### config.mk
export PLATFORM = sky130hd
export DESIGN_NAME = fir_decimator
export DESIGN_NICKNAME = d
export VERILOG_FILES = /design/src/rtl/fir_decimator.sv
export SDC_FILE = /design/constraint.sdc
export NUM_CORES = 1
export LEC_CHECK = 0
export ABC_CLOCK_PERIOD_IN_PS = 2900
export BUFFER_PORTS_ARGS = -buffer_cell sky130_fd_sc_hd__buf_2
export CAP_MARGIN = 40
export CORE_MARGIN = 2
export CORE_UTILIZATION = 59
export CTS_CLUSTER_SIZE = 28
export DETAILED_ROUTE_END_ITERATION = 8
export HOLD_SLACK_MARGIN = 0.15
export PLACE_DENSITY = 0.79
export RECOVER_POWER = 25
export REMOVE_ABC_BUFFERS = 1
export SYNTH_ARGS = -nofsm -noshare
export SYNTH_HDL_FRONTEND = slang
export SYNTH_SLANG_ARGS = --single-unit
### constraint.sdc
create_clock -name clk -period 2.9 [get_ports clk]
set_input_delay 0.87 -clock clk [delete_from_list [all_inputs] [get_ports clk]]
set_output_delay 0.87 -clock clk [all_outputs]
set_load 0.02 [all_outputs]
### src/rtl/fir_decimator.sv
// Block-averaging decimator: sums DECIM valid samples, emits the floored mean
// through a small FIFO with a valid/ready output and a sticky overrun flag.
module fir_decimator #(
  parameter int DW         = 12,
  parameter int DECIM      = 4,
  parameter int FIFO_DEPTH = 4
) (
  input  logic                          clk,
  input  logic                          rst,
  input  logic [DW-1:0]                 data_in,
  input  logic                          in_valid,
  output logic [DW-1:0]                 data_out,
  output logic                          out_valid,
  input  logic                          out_ready,
  output logic [$clog2(FIFO_DEPTH):0]   fifo_level,
  output logic                          overrun
);

  localparam int SH   = $clog2(DECIM);
  localparam int AW   = $clog2(FIFO_DEPTH);
  localparam int LW   = AW + 1;
  localparam int ACCW = DW + SH;

  logic signed [ACCW-1:0] acc_q, acc_d, sum;
  logic [SH-1:0]          ph_q, ph_d;
  logic [AW-1:0]          wr_ptr_q, wr_ptr_d, rd_ptr_q, rd_ptr_d;
  logic [LW-1:0]          level_q, level_d;
  logic                   overrun_q, overrun_d;
  logic [DW-1:0]          mem_q [FIFO_DEPTH];
  logic [DW-1:0]          result;
  logic                   grp_done, full, pop, push;

  always_comb begin
    sum      = acc_q + $signed({{SH{data_in[DW-1]}}, data_in});
    // Mean of DW-bit samples always fits DW bits, so truncation is exact.
    result   = DW'(sum >>> SH);
    grp_done = in_valid && (ph_q == SH'(DECIM - 1));
    full     = (level_q == LW'(FIFO_DEPTH));
    pop      = (level_q != '0) && out_ready;
    push     = grp_done && (!full || pop);

    acc_d     = acc_q;
    ph_d      = ph_q;
    wr_ptr_d  = wr_ptr_q;
    rd_ptr_d  = rd_ptr_q;
    level_d   = level_q;
    overrun_d = overrun_q;

    if (in_valid) begin
      if (grp_done) begin
        acc_d = '0;
        ph_d  = '0;
      end else begin
        acc_d = sum;
        ph_d  = ph_q + SH'(1);
      end
    end

    // A completed group is dropped when full, but the phase still restarts.
    if (grp_done && !push) overrun_d = 1'b1;
    if (push) wr_ptr_d = wr_ptr_q + AW'(1);
    if (pop)  rd_ptr_d = rd_ptr_q + AW'(1);

    case ({push, pop})
      2'b10:   level_d = level_q + LW'(1);
      2'b01:   level_d = level_q - LW'(1);
      default: level_d = level_q;
    endcase
  end

  always_ff @(posedge clk or posedge rst) begin
    if (rst) begin
      acc_q     <= '0;
      ph_q      <= '0;
      wr_ptr_q  <= '0;
      rd_ptr_q  <= '0;
      level_q   <= '0;
      overrun_q <= 1'b0;
    end else begin
      acc_q     <= acc_d;
      ph_q      <= ph_d;
      wr_ptr_q  <= wr_ptr_d;
      rd_ptr_q  <= rd_ptr_d;
      level_q   <= level_d;
      overrun_q <= overrun_d;
    end
  end

  // Storage needs no reset: the head is masked to zero whenever the FIFO is empty.
  always_ff @(posedge clk) begin
    if (push) mem_q[wr_ptr_q] <= result;
  end

  assign out_valid  = (level_q != '0);
  assign data_out   = out_valid ? mem_q[rd_ptr_q] : '0;
  assign fifo_level = level_q;
  assign overrun    = overrun_q;

endmodule

# [After elaboration in Yosys (flattened, before gate mapping)]
# Memory sizes are Yosys's and may differ from the RTL's.
# Index checks and enable logic that the tools add are counted.
[word_totals] ff_bits=24 ramBits=48 in_bits=16 output_inout_bits=17 elab_cells=32 memories=1
[memory_table] name="mem_q" words=4 width=12 rd=1 rd_clocked_by_memory_dff=0 write_ports=1 line_no="29" rtl="logic [DW-1:0] mem_q [FIFO_DEPTH];"
[classes] add_sub_neg=6 n_eq_ne=4 n_mux=6 reduce_logical=9
[op_table] op="$add 14x12->14" count=1
[op_table] op="$mux 14" count=1
[op_table] op="$mux 12" count=1
[op_table] op="$add 2x1->2 const B" count=3
[op_table] op="$pmux 3 s2" count=1
[op_table] op="$eq 2x2->1 const B" count=2
[op_table] op="$logic_and 1x1->1" count=4
[op_table] op="$add 3x1->3 const B" count=1
[op_table] op="$eq 3x3->1 const B" count=1
[op_table] op="$reduce_bool 3->1" count=1
[op_table] op="$sub 3x1->3 const B" count=1
[op_table] op="$eq 2x1->1 const B" count=1
[op_table] op="$logic_not 1->1" count=2
[op_table] op="$mux 1" count=2
[op_table] op="$mux 2" count=1
[op_table] op="$reduce_bool 2->1" count=1
[op_table] op="$logic_or 1x1->1" count=1

# [Depth between registers and ports, before layout]
[logic_depth] ltp_word=6 mapped_depth=10 mapped_depth_nobuf=10

# [Worst setup path before layout]
# OpenSTA, ideal clock, no wires.
[synth_path] kind="input port to flip-flop" start="input data_in[0]" end="memory mem_q[0][10] (data pin)" setup_time_ps=270 t_arrival_ps=2416 t_required_ps=2630 setup_slack_ps=213 path_stages=8 path_buffers=0 path_cell_list="ha_1 > fa_1 > a21oi_1 > o21ai_1 > a21oi_1 > o22ai_1 > nand2b_1 > xor2_1"
[synth_via] elab_chain_len=1
[synth_rtl] item="start: declaration" line_no="10" rtl="input logic [DW-1:0] data_in,"
[synth_rtl] item="$add 14x12->14" line_no="34" rtl="sum = acc_q + $signed({{SH{data_in[DW-1]}}, data_in});"
[synth_rtl] item="net sum[12]" line_no="24" rtl="logic signed [ACCW-1:0] acc_q, acc_d, sum;"
[synth_rtl] item="end: declaration" line_no="29"
# The timed path passes the listed nets, and every way through them passes these cells.

# [Final worst setup path]
[layout_path] start="input data_in[0]" end="memory mem_q[2][10] (data pin)"
# The elaborated chain is that of the path after synthesis.

==> impl_metrics.toml <==
[grt]
grt.total_usage_pct = 20.8
grt_pass1_vias = 2024
grt-ovfl-total = 0
grt_start_max_net_pins = 25
grt_pass1_wl_um = 9960
antenna_found_initial = 0

[die]
start_util_pct = 60.4
fp.dieH_um = 81.4
die-area_mm2 = 0.00662
rows = 28
core-area_mm2 = 0.00585
ios = 33
fp.dieW_um = 81.4

[sta]
hold_viol = 0
relSlewSlack_pct = 7.52
skew_ps = 6.92
rsz0062_at_grt = "no"
fmax_ghz = 0.377
post-route-period-util_pct = 91.4
period_needed_ps = 2650
worst_slew_pin_slew_ps = 1390
slew_viol_final = 0
setup_viol = 0

[synth]
yosysSeqAreaShare_pct = 57.8
ys.flop_type = "edfxtp_1"
avgSynthCellArea_um2 = 14.4
synth-seq-cells = 72
synth_cell_types = 48
synth_edf_count = 48
synthesis.instances = 245
synth_warnings = 0
netlist_area_mm2 = 0.00353
ys_async_sr_fraction_pct = 33.3

[place]
dp.cells = 355
placed_area_mm2 = 0.00383
io_buffers = 32
gp_congestion = 0.811
dp_hpwl_um = 4290

[pwr]
p_comb_share_pct = 45.8
peakVddDrop_mv = 0.535
p_seq_share_pct = 37.8
p_switching_mw = 1.72
swShare_pct = 37.5
p_int_mw = 2.88
power.leakage_nw = 1.60
p_clk_share_pct = 16.3
cellPowerDensity_mw_per_mm2 = 1150

[finish]
layout.nets = 328
syn2layout_area_growth_pct = 13.2
diodes = 0
layout.cells.most_common = "edfxtp_1"
final_area_mm2 = 0.00400
drive_gt1_share_pct = 23.6
fillers = 416
final_cell_mix = "edfxtp_1, buf_2, dfrtp_1, ha_1, and2_1"
fin_cells = 371

[setup_path]
worstSetupStartpointType = "input pin"
critical-path-max-stage-delay_ps = 400
endpoint_kind = "register"
worstSetupPathType = "in -> reg"
r2r_slack_ps = 510
worstPathRequired_ps = 3010
cpMostUsedCell = "a21oi_1"
critPathSlowestCell = "fa_1"
crit_arrival_ps = 2760
critical_path.cell_chain = "buf_2 -> ha_1 -> fa_1 -> a21oi_1 -> o21ai_1 -> a21oi_1 -> o22ai_1 -> nand2b_1 -> xor2_1"
critical_path.max_fanout = 4

[clocking]
clkLatencyLatePin_ps = 330
cts.sinks = 72
clkTransAtPathRegs_ps = 70
cts_max_path_buffers = 2
cts_made_buffers = 9
cts-htree-levels = 3
ctsHoldBuffers = 0
cts_tree = "built"
cts-root-buf = "clkbuf_8"
postCtsSetupBuffers = 0
cts.repair.resized = 0

[flow_run]
drv_cap = 0

[routing]
vias = 2048
antenna_left = 0
vias_per_cell = 5.52
wl_per_cell_um = 16.5
drc = 0
first_pass_iters = 4
drt_wl_total_um = 6110
drt_iter0_markers = 74

[outcome]
outcome = "finished clean"

[hold_path]
hp-class = "reg -> reg"
==> kinds of logic (layout without fill, tap and decap cells) <==
group | after synthesis | in the layout | synth area share [%]
compound gates | 41 | 41 | 9.88
xor+xnor | 18 | 18 | 4.67
fa+ha+maj | 21 | 21 | 7.86
buf+inv | 19 | 70 | 2.09
flops | 72 | 72 | 57.8
mux | 17 | 17 | 9.14
simple gates | 57 | 57 | 8.57
==> flip-flops by register name, indices dropped and copies added (netlist names) <==
name	flops
acc_q	14
fifo_level	3
mem_q	48
overrun	1
ph_q	2
rd_ptr_q	2
wr_ptr_q	2
==> path summary, 6_finish.rpt <==
check / from / endpoint / cells after the start
min in group asynchronous: rst / acc_q[7] / 3
worst min register to register: overrun / overrun / 1
worst min-delay path: overrun / overrun / 1
worst max-delay path: data_in[0] / mem_q[2][10] / 9
max in group asynchronous: rst / rd_ptr_q[0] / 3
worst max register to register: acc_q[0] / mem_q[2][10] / 8
==> layer usage <==
metal  share of wire [%]  global-route usage [%]  routed length, um
met5                   0                       0                  0
met1                  46                    27.6               2810
met2                  50                    34.4               3050
met4                0.64                    5.59                 39
met3                 3.3                    5.00                204
==> power groups by stage <==
stage	registers (mW)	clock network, mW	logic [mW]
floorplan	1.78	0	1.52
global placement	1.74	0	2.05
detailed placement	1.76	0	2.13
CTS	1.74	0.767	2.14
global route	1.77	0.807	2.36
finish	1.74	0.752	2.11
==> metrics by stage <==
| step | TNS, ps | hold WS (ps) | setup WS, ps | total power [mW] | util (%) |
|---|---|---|---|---|---|
| final | 0 | 467 | 249 | 4.60 | 68.4 |
| after global routing | 0 | 502 | 161 | 4.94 | 68.4 |
| after CTS | 0 | 471 | 225 | 4.65 | 68.7 |
| after detailed placement | -255 | 454 | -63.6 | 3.89 | 65.5 |
| after global placement | 0 | 450 | 35.4 | 3.79 | 65.5 |
| after floorplan | 0 | 473 | 213 | 3.30 | - |
==> area by class of cell <==
class                   instances  area, um2  share of cell area, %
well taps                      75       93.8                   2.35
clock buffers                  11        131                   3.28
clock inverters                 5       57.6                   1.44
inverters                      13       48.8                   1.22
repair buffers                 41        210                   5.25
flip-flops and latches         72       2040                   51.0
multi-input cells             154       1420                   35.4
==> Yosys cell counts (3+ instances only) <==
| cell | n | area share, % |
|---|---|---|
| mux2i_1 | 3 | 0.85 |
| dfrtp_1 | 24 | 17 |
| ha_1 | 19 | 6.7 |
| o21ai_1 | 3 | 0.42 |
| inv_1 | 13 | 1.4 |
| and2_1 | 17 | 3.0 |
| clkbuf_1 | 3 | 0.32 |
| nor2_1 | 13 | 1.4 |
| a22o_1 | 11 | 2.7 |
| mux4_2 | 12 | 7.6 |
| nand2_1 | 10 | 1.1 |
| edfxtp_1 | 48 | 41 |
| a21o_1 | 4 | 0.85 |
| nor3_1 | 3 | 0.42 |
| xnor2_1 | 9 | 2.2 |
| xor2_1 | 8 | 2.0 |
| a21oi_1 | 6 | 0.85 |
==> worst max-delay path, delay by kind of cell <==
family                     cells  cell delay, ps
buffers and inverters          1             100
adders and majority gates      2             610
and+or+nand+nor                1             170
xor gates and xnor gates       1             310
AOI/OAI and AO/OA              4             690
Power figures use the tool's default switching activity.
